### config.mk
export PLATFORM = sky130hd
export DESIGN_NAME = uart_core_flat
export DESIGN_NICKNAME = d
export VERILOG_FILES = /design/src/rtl/uart_pkg.sv /design/src/rtl/uart_if.sv /design/src/rtl/uart_tick_gen.sv /design/src/rtl/uart_core.sv /design/src/flat_wrapper.sv
export SDC_FILE = /design/constraint.sdc
export NUM_CORES = 1
export LEC_CHECK = 0
export BUFFER_PORTS_ARGS = -buffer_cell sky130_fd_sc_hd__buf_4
export CORE_MARGIN = 2
export CORE_UTILIZATION = 45
export DETAILED_ROUTE_END_ITERATION = 16
export REMOVE_ABC_BUFFERS = 1
export SKIP_LAST_GASP = 1
export SYNTH_ARGS = -nofsm -noshare
export SYNTH_HDL_FRONTEND = slang
export SYNTH_HIERARCHICAL = 1
export SYNTH_SLANG_ARGS = --single-unit
### constraint.sdc
create_clock -name ipClk -period 2.9 [get_ports ipClk]
set_clock_uncertainty 0.2 [all_clocks]
set_input_delay 0.145 -clock ipClk [delete_from_list [all_inputs] [get_ports ipClk]]
set_output_delay 0.145 -clock ipClk [all_outputs]
set_load 0.01 [all_outputs]
### src/rtl/uart_pkg.sv
// Shared types and helpers for the parametrised UART core.
package uart_pkg;

   typedef enum logic [2:0] {
      TX_IDLE, TX_START, TX_DATA, TX_PARITY, TX_STOP
   } tTxState;

   typedef enum logic [2:0] {
      RX_IDLE, RX_START, RX_DATA, RX_PARITY, RX_STOP, RX_WAIT_HIGH
   } tRxState;

   // Oversample tick divider, rounded to nearest.
   function automatic int calcTickDiv(input int clkFreq, input int baud, input int oversample);
      int den;
      den = baud * oversample;
      return (clkFreq + den / 2) / den;
   endfunction

endpackage

### src/rtl/uart_if.sv
// UART user-side bundle: TX valid/ready request, serial pins and RX word/strobe.
interface uart_if #(parameter int DATA_BITS = 8);
   logic [DATA_BITS-1:0] ipTxData;
   logic                 ipTxValid;
   logic                 opTxReady;
   logic                 opTx;
   logic                 ipRx;
   logic [DATA_BITS-1:0] opRxData;
   logic                 opRxValid;
   logic                 opRxFrameErr;
   logic                 opRxParityErr;

   modport master (output ipTxData, ipTxValid, ipRx,
                   input  opTxReady, opTx, opRxData, opRxValid, opRxFrameErr, opRxParityErr);
   modport slave  (input  ipTxData, ipTxValid, ipRx,
                   output opTxReady, opTx, opRxData, opRxValid, opRxFrameErr, opRxParityErr);
endinterface

### src/rtl/uart_tick_gen.sv
// Divide-by-TICK_DIV counter giving a one-cycle tick; restart forces the phase back to zero.
module uart_tick_gen #(
   parameter int TICK_DIV = 27
) (
   input  logic ipClk,
   input  logic ipReset,
   input  logic ipRestart,
   output logic opTick
);
   localparam int CW = (TICK_DIV > 1) ? $clog2(TICK_DIV) : 1;
   localparam logic [CW-1:0] LAST = CW'(TICK_DIV - 1);

   logic [CW-1:0] cnt;

   always_ff @(posedge ipClk) begin
      if (ipReset || ipRestart) cnt <= '0;
      else if (cnt == LAST)     cnt <= '0;
      else                      cnt <= cnt + CW'(1);
   end

   assign opTick = (cnt == LAST) && !ipRestart;
endmodule

### src/rtl/uart_core.sv
// Full-duplex UART: valid/ready TX, 16x-oversampled RX with glitch and break handling.
// Define UART_PARITY_EN to add a parity bit (even/odd via PARITY_ODD) on both directions.
module uart_core
   import uart_pkg::*;
#(
   parameter int CLK_FREQ   = 50_000_000,
   parameter int BAUD       = 115_200,
   parameter int DATA_BITS  = 8,
   parameter int STOP_BITS  = 1,
   parameter int OVERSAMPLE = 16,
   parameter int PARITY_ODD = 0
) (
   input logic   ipClk,
   input logic   ipReset,
   uart_if.slave bus
);
   localparam int TICK_DIV = calcTickDiv(CLK_FREQ, BAUD, OVERSAMPLE);
   localparam int OCW = $clog2(OVERSAMPLE);
   localparam int BCW = $clog2(DATA_BITS + 1);
   localparam logic [OCW-1:0] OVS_LAST  = OCW'(OVERSAMPLE - 1);
   localparam logic [OCW-1:0] OVS_HALF  = OCW'(OVERSAMPLE / 2 - 1);
   localparam logic [BCW-1:0] BIT_LAST  = BCW'(DATA_BITS - 1);
   localparam logic [BCW-1:0] STOP_LAST = BCW'(STOP_BITS - 1);

   if (TICK_DIV < 2 || DATA_BITS < 5 || DATA_BITS > 9 || (STOP_BITS != 1 && STOP_BITS != 2) ||
       OVERSAMPLE < 8 || (OVERSAMPLE % 2) != 0 || PARITY_ODD < 0 || PARITY_ODD > 1) begin : gBadParam
      $error("uart_core: illegal parameter set (TICK_DIV must be >= 2)");
   end

`ifdef UART_PARITY_EN
   localparam logic PODD = 1'(PARITY_ODD);
   logic txPar, txParNext, rxPar, rxParNext, rxParErr;
`endif

   // ---------------- TX ----------------
   tTxState              txState, txStateNext;
   logic [DATA_BITS-1:0] txShift, txShiftNext;
   logic [BCW-1:0]       txBitCnt, txBitCntNext;
   logic [OCW-1:0]       txOvs, txOvsNext;
   logic                 txLine, txLineNext, txTick, txBitDone;

   uart_tick_gen #(.TICK_DIV(TICK_DIV)) uTxTick (
      .ipClk(ipClk), .ipReset(ipReset), .ipRestart(txState == TX_IDLE), .opTick(txTick));

   always_ff @(posedge ipClk) begin
      if (ipReset) begin
         txState  <= TX_IDLE;
         txShift  <= '0;
         txBitCnt <= '0;
         txOvs    <= '0;
         txLine   <= 1'b1;
`ifdef UART_PARITY_EN
         txPar    <= 1'b0;
`endif
      end else begin
         txState  <= txStateNext;
         txShift  <= txShiftNext;
         txBitCnt <= txBitCntNext;
         txOvs    <= txOvsNext;
         txLine   <= txLineNext;
`ifdef UART_PARITY_EN
         txPar    <= txParNext;
`endif
      end
   end

   // txLineNext is the level of the bit that starts with txStateNext, so opTx is a clean flop.
   always_comb begin
      txStateNext  = txState;
      txShiftNext  = txShift;
      txBitCntNext = txBitCnt;
      txOvsNext    = txOvs;
      txLineNext   = txLine;
`ifdef UART_PARITY_EN
      txParNext    = txPar;
`endif
      txBitDone = txTick && (txOvs == OVS_LAST);
      if (txTick) txOvsNext = txBitDone ? '0 : txOvs + OCW'(1);
      case (txState)
         TX_IDLE: if (bus.ipTxValid) begin
            txStateNext  = TX_START;
            txShiftNext  = bus.ipTxData;
            txBitCntNext = '0;
            txOvsNext    = '0;
            txLineNext   = 1'b0;
`ifdef UART_PARITY_EN
            txParNext    = (^bus.ipTxData) ^ PODD;
`endif
         end
         TX_START: if (txBitDone) begin
            txStateNext = TX_DATA;
            txLineNext  = txShift[0];
         end
         TX_DATA: if (txBitDone) begin
            if (txBitCnt == BIT_LAST) begin
               txBitCntNext = '0;
`ifdef UART_PARITY_EN
               txStateNext  = TX_PARITY;
               txLineNext   = txPar;
`else
               txStateNext  = TX_STOP;
               txLineNext   = 1'b1;
`endif
            end else begin
               txBitCntNext = txBitCnt + BCW'(1);
               txShiftNext  = txShift >> 1;
               txLineNext   = txShift[1];
            end
         end
         TX_PARITY: if (txBitDone) begin
            txStateNext = TX_STOP;
            txLineNext  = 1'b1;
         end
         TX_STOP: if (txBitDone) begin
            if (txBitCnt == STOP_LAST) txStateNext = TX_IDLE;
            else                       txBitCntNext = txBitCnt + BCW'(1);
         end
         default: txStateNext = TX_IDLE;
      endcase
   end

   assign bus.opTx      = txLine;
   assign bus.opTxReady = (txState == TX_IDLE);

   // ---------------- RX ----------------
   tRxState              rxState, rxStateNext;
   logic [DATA_BITS-1:0] rxShift, rxShiftNext, rxData;
   logic [BCW-1:0]       rxBitCnt, rxBitCntNext;
   logic [OCW-1:0]       rxOvs, rxOvsNext;
   logic                 rxMeta, rxSync, rxLast, rxFall, rxTick, rxSample, rxDeliver;
   logic                 rxValid, rxFrameErr;

   assign rxFall = rxLast && !rxSync;

   uart_tick_gen #(.TICK_DIV(TICK_DIV)) uRxTick (
      .ipClk(ipClk), .ipReset(ipReset), .ipRestart((rxState == RX_IDLE) && rxFall), .opTick(rxTick));

   always_ff @(posedge ipClk) begin
      if (ipReset) begin
         {rxMeta, rxSync, rxLast} <= 3'b111;
         rxState    <= RX_IDLE;
         rxShift    <= '0;
         rxBitCnt   <= '0;
         rxOvs      <= '0;
         rxData     <= '0;
         rxValid    <= 1'b0;
         rxFrameErr <= 1'b0;
`ifdef UART_PARITY_EN
         rxPar      <= 1'b0;
         rxParErr   <= 1'b0;
`endif
      end else begin
         {rxMeta, rxSync, rxLast} <= {bus.ipRx, rxMeta, rxSync};
         rxState  <= rxStateNext;
         rxShift  <= rxShiftNext;
         rxBitCnt <= rxBitCntNext;
         rxOvs    <= rxOvsNext;
         rxValid  <= rxDeliver;
`ifdef UART_PARITY_EN
         rxPar    <= rxParNext;
`endif
         if (rxDeliver) begin
            rxData     <= rxShift;
            rxFrameErr <= !rxSync;
`ifdef UART_PARITY_EN
            rxParErr   <= ((^rxShift) ^ rxPar) != PODD;
`endif
         end
      end
   end

   always_comb begin
      rxStateNext  = rxState;
      rxShiftNext  = rxShift;
      rxBitCntNext = rxBitCnt;
      rxOvsNext    = rxOvs;
      rxDeliver    = 1'b0;
`ifdef UART_PARITY_EN
      rxParNext    = rxPar;
`endif
      rxSample = rxTick && (rxOvs == OVS_LAST);
      if (rxTick) rxOvsNext = rxSample ? '0 : rxOvs + OCW'(1);
      case (rxState)
         RX_IDLE: if (rxFall) begin
            rxStateNext  = RX_START;
            rxOvsNext    = '0;
            rxBitCntNext = '0;
         end
         // Half a bit after the edge: a high line means a glitch; otherwise re-phase to mid-bit.
         RX_START: if (rxTick && rxOvs == OVS_HALF) begin
            if (rxSync) rxStateNext = RX_IDLE;
            else begin
               rxStateNext = RX_DATA;
               rxOvsNext   = '0;
            end
         end
         RX_DATA: if (rxSample) begin
            rxShiftNext = {rxSync, rxShift[DATA_BITS-1:1]};
            if (rxBitCnt == BIT_LAST) begin
               rxBitCntNext = '0;
`ifdef UART_PARITY_EN
               rxStateNext  = RX_PARITY;
`else
               rxStateNext  = RX_STOP;
`endif
            end else rxBitCntNext = rxBitCnt + BCW'(1);
         end
         RX_PARITY: if (rxSample) begin
`ifdef UART_PARITY_EN
            rxParNext   = rxSync;
`endif
            rxStateNext = RX_STOP;
         end
         RX_STOP: if (rxSample) begin
            rxDeliver   = 1'b1;
            rxStateNext = rxSync ? RX_IDLE : RX_WAIT_HIGH;
         end
         RX_WAIT_HIGH: if (rxSync) rxStateNext = RX_IDLE;
         default: rxStateNext = RX_IDLE;
      endcase
   end

   assign bus.opRxData     = rxData;
   assign bus.opRxValid    = rxValid;
   assign bus.opRxFrameErr = rxFrameErr;
`ifdef UART_PARITY_EN
   assign bus.opRxParityErr = rxParErr;
`else
   assign bus.opRxParityErr = 1'b0;
`endif
endmodule

### src/flat_wrapper.sv
// flat-port wrapper written by rule: the top's interface ports become plain ports
module uart_core_flat import uart_pkg::*;
#(
   parameter int CLK_FREQ   = 50_000_000,
   parameter int BAUD       = 115_200,
   parameter int DATA_BITS  = 8,
   parameter int STOP_BITS  = 1,
   parameter int OVERSAMPLE = 16,
   parameter int PARITY_ODD = 0
)
  (ipClk, ipReset, bus_ipTxData, bus_ipTxValid, bus_ipRx, bus_opTxReady, bus_opTx, bus_opRxData, bus_opRxValid, bus_opRxFrameErr, bus_opRxParityErr);
  uart_if #(.DATA_BITS(DATA_BITS)) bus_i ();
  input logic ipClk;
  input logic ipReset;
  input wire logic [$bits(bus_i.ipTxData)-1:0] bus_ipTxData;
  input wire logic [$bits(bus_i.ipTxValid)-1:0] bus_ipTxValid;
  input wire logic [$bits(bus_i.ipRx)-1:0] bus_ipRx;
  output wire logic [$bits(bus_i.opTxReady)-1:0] bus_opTxReady;
  output wire logic [$bits(bus_i.opTx)-1:0] bus_opTx;
  output wire logic [$bits(bus_i.opRxData)-1:0] bus_opRxData;
  output wire logic [$bits(bus_i.opRxValid)-1:0] bus_opRxValid;
  output wire logic [$bits(bus_i.opRxFrameErr)-1:0] bus_opRxFrameErr;
  output wire logic [$bits(bus_i.opRxParityErr)-1:0] bus_opRxParityErr;
  assign bus_i.ipTxData = bus_ipTxData;
  assign bus_i.ipTxValid = bus_ipTxValid;
  assign bus_i.ipRx = bus_ipRx;
  assign bus_opTxReady = bus_i.opTxReady;
  assign bus_opTx = bus_i.opTx;
  assign bus_opRxData = bus_i.opRxData;
  assign bus_opRxValid = bus_i.opRxValid;
  assign bus_opRxFrameErr = bus_i.opRxFrameErr;
  assign bus_opRxParityErr = bus_i.opRxParityErr;
  uart_core #(.CLK_FREQ(CLK_FREQ), .BAUD(BAUD), .DATA_BITS(DATA_BITS), .STOP_BITS(STOP_BITS), .OVERSAMPLE(OVERSAMPLE), .PARITY_ODD(PARITY_ODD)) u_core (.ipClk(ipClk), .ipReset(ipReset), .bus(bus_i));
endmodule
# == Yosys cells after proc, flatten, opt, wreduce, memory -nomap -nowiden ==
# Index checks and enable logic that the tools add are counted.
# totals
regBits,62
in_bits,12
output_inout_bits,13
wordCells,133
# op_classes
add_sub_neg,6
n_eq_ne,32
n_mux,50
reduce_logical,28
# ops
operator,n
4-bit 2-to-1 mux,17
3-bit 2-to-1 mux,15
2-bit by 1-bit != test with 1-bit output (second input constant),13
8-bit 2-to-1 mux,3
3-bit case mux with 6 select lines,1
4-bit by 1-bit adder with 4-bit output (second input constant),4
4-bit case mux with 2 select lines,2
8-bit case mux with 2 select lines,1
3-bit case mux with 5 select lines,1
7-bit AND reduction,2
3-bit by 2-bit equality test with 1-bit output (second input constant),4
4-bit by 3-bit equality test with 1-bit output (second input constant),3
4-bit case mux with 3 select lines,1
5-bit by 1-bit adder with 5-bit output (second input constant),2
5-bit equality test (second input constant),2
5-bit AND reduction,2
3-bit equality test (second input constant),3
4-bit equality test (second input constant),2
1-bit logical AND,7
1-bit 2-to-1 mux,7
3-bit by 1-bit equality test with 1-bit output (second input constant),2
3-bit zero test,2
2-bit != test (second input constant),3
4-bit zero test,1
other kinds (11),16

# == Depth between registers and ports, before layout ==
# logic_depth
depth_word,11
depth_mapped,12
mapped_depth_nobuf,9

# == By module ==
# The synthesis kept the hierarchy.
# modules_own_cells
module,n_inst,cells_per_inst,area_each_um2
uart_core,1,282,2469.9
uart_tick_gen,2,22,206.4

# == Least setup slack after synthesis ==
# Ideal clock, no wire load.
# synth_path
path_type,register to register
start,register u_core.rxState[2]
end,register u_core.rxShift[0]
setup_ns,0.128
t_arrival_ns,2.305
slack_ns,0.267
stages_incl_launch_ff,11
period_less_slack_ns,2.633
cell_sequence,dfxtp_1 -> clkbuf_1 -> or3_1 -> nor3b_1 -> nor2_1 -> clkbuf_1 -> and4_1 -> buf_2 -> nand3_1 -> mux2i_1 -> nor2_1
# synth_via
elab_chain_len,6
# synth_lines
item,line_no,text
"start, declared",uart_core.sv:126,"tRxState rxState, rxStateNext;"
"start signal, assigned",uart_core.sv:154,rxState <= rxStateNext;
3-bit zero test,uart_core.sv:136,".ipClk(ipClk), .ipReset(ipReset), .ipRestart((rxState == RX_IDLE) && rxFall), .opTick(rxTick));"
1-bit logical AND,uart_core.sv:136,
1-bit zero test,uart_tick_gen.sv:21,assign opTick = (cnt == LAST) && !ipRestart;
1-bit logical AND,uart_tick_gen.sv:21,
named net u_core.rxTick,uart_core.sv:130,"logic rxMeta, rxSync, rxLast, rxFall, rxTick, rxSample, rxDeliver;"
1-bit logical AND,uart_core.sv:181,rxSample = rxTick && (rxOvs == OVS_LAST);
2-bit AND reduction (no line),-,
"end signal, assigned",uart_core.sv:155,rxShift <= rxShiftNext;
"end, declared",uart_core.sv:127,"logic [DATA_BITS-1:0] rxShift, rxShiftNext, rxData;"
# The timed path passes the listed nets, and every way through them passes these cells.
# A chain may end at the register's enable or synchronous reset.

# == Worst setup path in the final report ==
# layout_path
start,register u_core.rxState[2]
end,register u_core.rxData[6] (netlist: u_core/bus.opRxData[6])
# layout_via
elab_chain_len,7
# layout_lines
item,line_no,text
3-bit zero test,uart_core.sv:136,
1-bit logical AND,uart_core.sv:136,
1-bit zero test,uart_tick_gen.sv:21,
1-bit logical AND,uart_tick_gen.sv:21,
named net u_core.rxTick,uart_core.sv:130,
1-bit logical AND,uart_core.sv:181,
1-bit 2-to-1 mux,uart_core.sv:214,RX_STOP: if (rxSample) begin
1-bit 2-to-1 mux,uart_core.sv:183,case (rxState)
"end signal, assigned",uart_core.sv:163,rxData <= rxShift;
"end, declared",uart_core.sv:127,
# The timed path passes the listed nets, and every way through them passes these cells.

==> summary.txt <==
status -> completed
cts hold-fix bufs -> 8
CP max stage cell -> or3_1
Routed WL -> 5.35 mm
CP Capture Type -> flop
Leakage -> 0.00146 uW
Inserted Diodes -> 0
leading area contributor after synthesis -> dfxtp_1
CTS tree -> built
Vias/cell -> 5.13
Root Buffer -> clkbuf_8
Yosys top cell area share -> 43.1%
Buf/Inv on CP -> 1
Rows -> 29
Top Family by Delay on Critical Path -> simple AND/OR/NAND/NOR gates
Min-Delay Endpoint -> u_core/bus.opTx$_SDFFE_PP1P_
grt total ovfl -> 0
total I/O pin count -> 25
Setup CP Type -> reg2reg
syn avg cell area -> 8.84 um2
Clock Tree Buf Depth -> 2
endpoints failing hold -> 0
1st-iter DRT viols -> 101
number of global-route vias before repair -> 2015
H-tree depth -> 3
ANT nets after route -> 0
Ys Warns -> 6
Worst R2R Setup Slack -> 0.31 ns
most frequent cells in the layout -> 71 x nor2_1, 62 x dfxtp_1, 30 x buf_4
DR vias -> 2250
largest net degree at the start of global routing -> 50
Critical Path Max Stage Delay -> 0.43 ns
antenna violations before repair -> 0
top_reg_cell synth -> dfxtp_1
DRC errors left -> 0
Post-synth EDFFs -> 0
crit path DAT -> 2.60 ns
cts bufs inserted -> 9
total track usage -> 16.1%
post-CTS setup buffer count -> 0
fraction of layout cells with a size suffix above 1 -> 16.0%
gp weighted congestion -> 0.816
Chip Width -> 84.0 um
Detailed Place HPWL -> 3.55 mm
setup violators final -> 0
commonest non-fill, non-tap cell in the layout -> nor2_1
DR pass1 iterations -> 4
Slew @ Worst Pin -> 0.541 ns
Critical Path, Cell by Cell -> or3_1 -> nor3b_1 -> nor2_1 -> and4_1 -> nand3_1 -> buf_4 -> mux2i_1 -> nor2_1
TNS Setup -> 0 ns
max_cap viols -> 0
R2R cell count -> 8
top post-synthesis cells by area -> dfxtp_1 43%, mux2i_1 9.7%, nor2_1 9.2%
Die Ht -> 84.0 um
unrepaired setup endpoints after global routing -> no
Clock Sinks -> 62
Final Cell Area -> 0.00341 mm2
Post-Syn Instances -> 326
#FFs+latches synth -> 62
Final Slew Violations -> 0
WL per Instance -> 12.2 um
Port Buffer Count -> 23
Req. time, crit path -> 2.91 ns
min-delay src -> bus_ipTxValid
Hold Crit Depth -> 4
r2r startpoint -> u_core/rxState[2]$_SDFFE_PP0P_
net count reported at finish -> 378
fill count -> 568
final critical-path required period -> 2.59 ns
sequential share of the synthesized area -> 43.1%
first-pass GRT wire length -> 9.14 mm
fmax -> 0.386 GHz
Setup crit start kind -> flop
Async S/R FF share, synth -> 0%
P per Cell Area -> 583 mW/mm2
cell mode on critical path -> nor2_1
Crit Path Max Fanout -> 11
Starting Density -> 45.9%
RR Endpoint -> u_core/bus.opRxData[6]$_SDFFE_PP0P_
Cell variety after synth -> 49
Worst-Skew Late Latency -> 0.34 ns
Relative slew margins -> 63.9%
clk slew on worst S/H paths -> 0.07 ns
cell area after synthesis -> 0.00288 mm2
final worst-path cycle share -> 89.4%
Placed Area -> 0.00310 mm2
maximum VDD drop -> 0.000492 V
post-CTS resize count -> 0
Worst Hold Class -> in2reg
area delta synth->final -> 18.1%
die area -> 0.00706 mm2
Core Area -> 0.00628 mm2
-- how the worst max path moves through the flow --
stage	from	end	cells after the start
after CTS	u_core/rxState[2]$_SDFFE_PP0P_	u_core/bus.opRxData[6]$_SDFFE_PP0P_	8
after global placement	u_core/rxState[2]$_SDFFE_PP0P_	u_core/bus.opRxData[5]$_SDFFE_PP0P_	8
after detailed placement	u_core/rxState[2]$_SDFFE_PP0P_	u_core/bus.opRxData[4]$_SDFFE_PP0P_	8
final	u_core/rxState[2]$_SDFFE_PP0P_	u_core/bus.opRxData[6]$_SDFFE_PP0P_	8
after floorplan	u_core/txState[2]$_SDFFE_PP0P_	u_core/txShift[0]$_SDFFE_PP0P_	7
after global routing	u_core/rxState[2]$_SDFFE_PP0P_	u_core/bus.opRxData[6]$_SDFFE_PP0P_	8
-- logic make-up (layout without fill, tap and decap cells) --
kind of cell    Yosys count  in the layout  synth area share (%)
xor+xnor                 10             10                  3.04
simple gates            142            142                  24.7
mux                      30             30                  10.5
buf+inv                  24             60                  4.30
fa+ha+maj                 9              9                  3.91
other cells               1              1                 0.130
compound gates           48             48                  10.3
flops                    62             62                  43.1
-- power breakdown --
group          internal [uW]  total, uW  switching, uW  leakage (uW)
clock network            504        836            332      0.000108
registers                880        911           31.4      0.000503
logic                    108        237            130      0.000851
total                   1490       1980            493       0.00146
-- flip-flops by register name, indices dropped and copies added, names as in the netlist --
signal                   flops
u_core/rxBitCnt              4
u_core/bus.opRxData          8
u_core/rxState               3
u_core/txBitCnt              4
u_core/uTxTick/cnt           5
u_core/txState               3
u_core/rxShift               8
u_core/bus.opRxValid         1
u_core/txShift               8
u_core/rxMeta                1
u_core/rxOvs                 4
u_core/uRxTick/cnt           5
u_core/txOvs                 4
u_core/rxLast                1
u_core/rxSync                1
u_core/bus.opRxFrameErr      1
u_core/bus.opTx              1
-- tightest hold or removal path, delay by kind of cell --
family,cells,cell delay (ns)
AOI/OAI and AO/OA,2,0.21
buffers and inverters,1,0.09
and+or+nand+nor,1,0.07
-- synth_stat cells, drive strengths merged (2+ instances only) --
library cell / number
mux2i: 28
o21ai: 8
o21bai: 2
or3b: 2
and3: 2
or3: 3
xor2: 8
a21oi: 25
inv: 6
nand3b: 3
nor3b: 3
nand2b: 3
nand4b: 3
xnor2: 2
a41oi: 2
clkbuf: 10
nand4: 4
and4: 2
nand2: 13
nand3: 14
or2: 4
mux2: 2
a31oi: 3
dfxtp: 62
buf: 8
ha: 9
nor3: 7
nor2: 71
-- cell type report --
| type | count | area, um2 | share of cell area [%] |
|---|---|---|---|
| repair buffers | 38 | 305 | 8.96 |
| multi-input cells | 240 | 1520 | 44.6 |
| clock buffers | 10 | 138 | 4.04 |
| well taps | 77 | 96.3 | 2.83 |
| inverters | 6 | 22.5 | 0.661 |
| clock inverters | 6 | 85.1 | 2.50 |
| flip-flops and latches | 62 | 1240 | 36.4 |
-- layer usage --
layer / up-vias / global-route usage [%] / share of wire, %
met3: 5 / 6.03 / 3.6
met4: 0 / 5.28 / 1.2
li1: 1196 / - / -
met2: 29 / 25.2 / 45
met5: - / 0 / 0
met1: 1020 / 20.4 / 50
-- metrics by stage --
step	total power (uW)	hold slack [ns]	std cells	util (%)	worst slack [ns]
finish	1980	0.0337	439	54.3	0.308
global route	2080	0.0617	439	54.3	0.0590
CTS	2020	0.00614	439	54.3	0.277
detailed placement	1160	0.147	415	49.4	0.286
global placement	1160	0.146	415	49.4	0.391
floorplan	1080	0.0141	308	-	0.393
No activity file was read; power rests on OpenSTA's default activity.
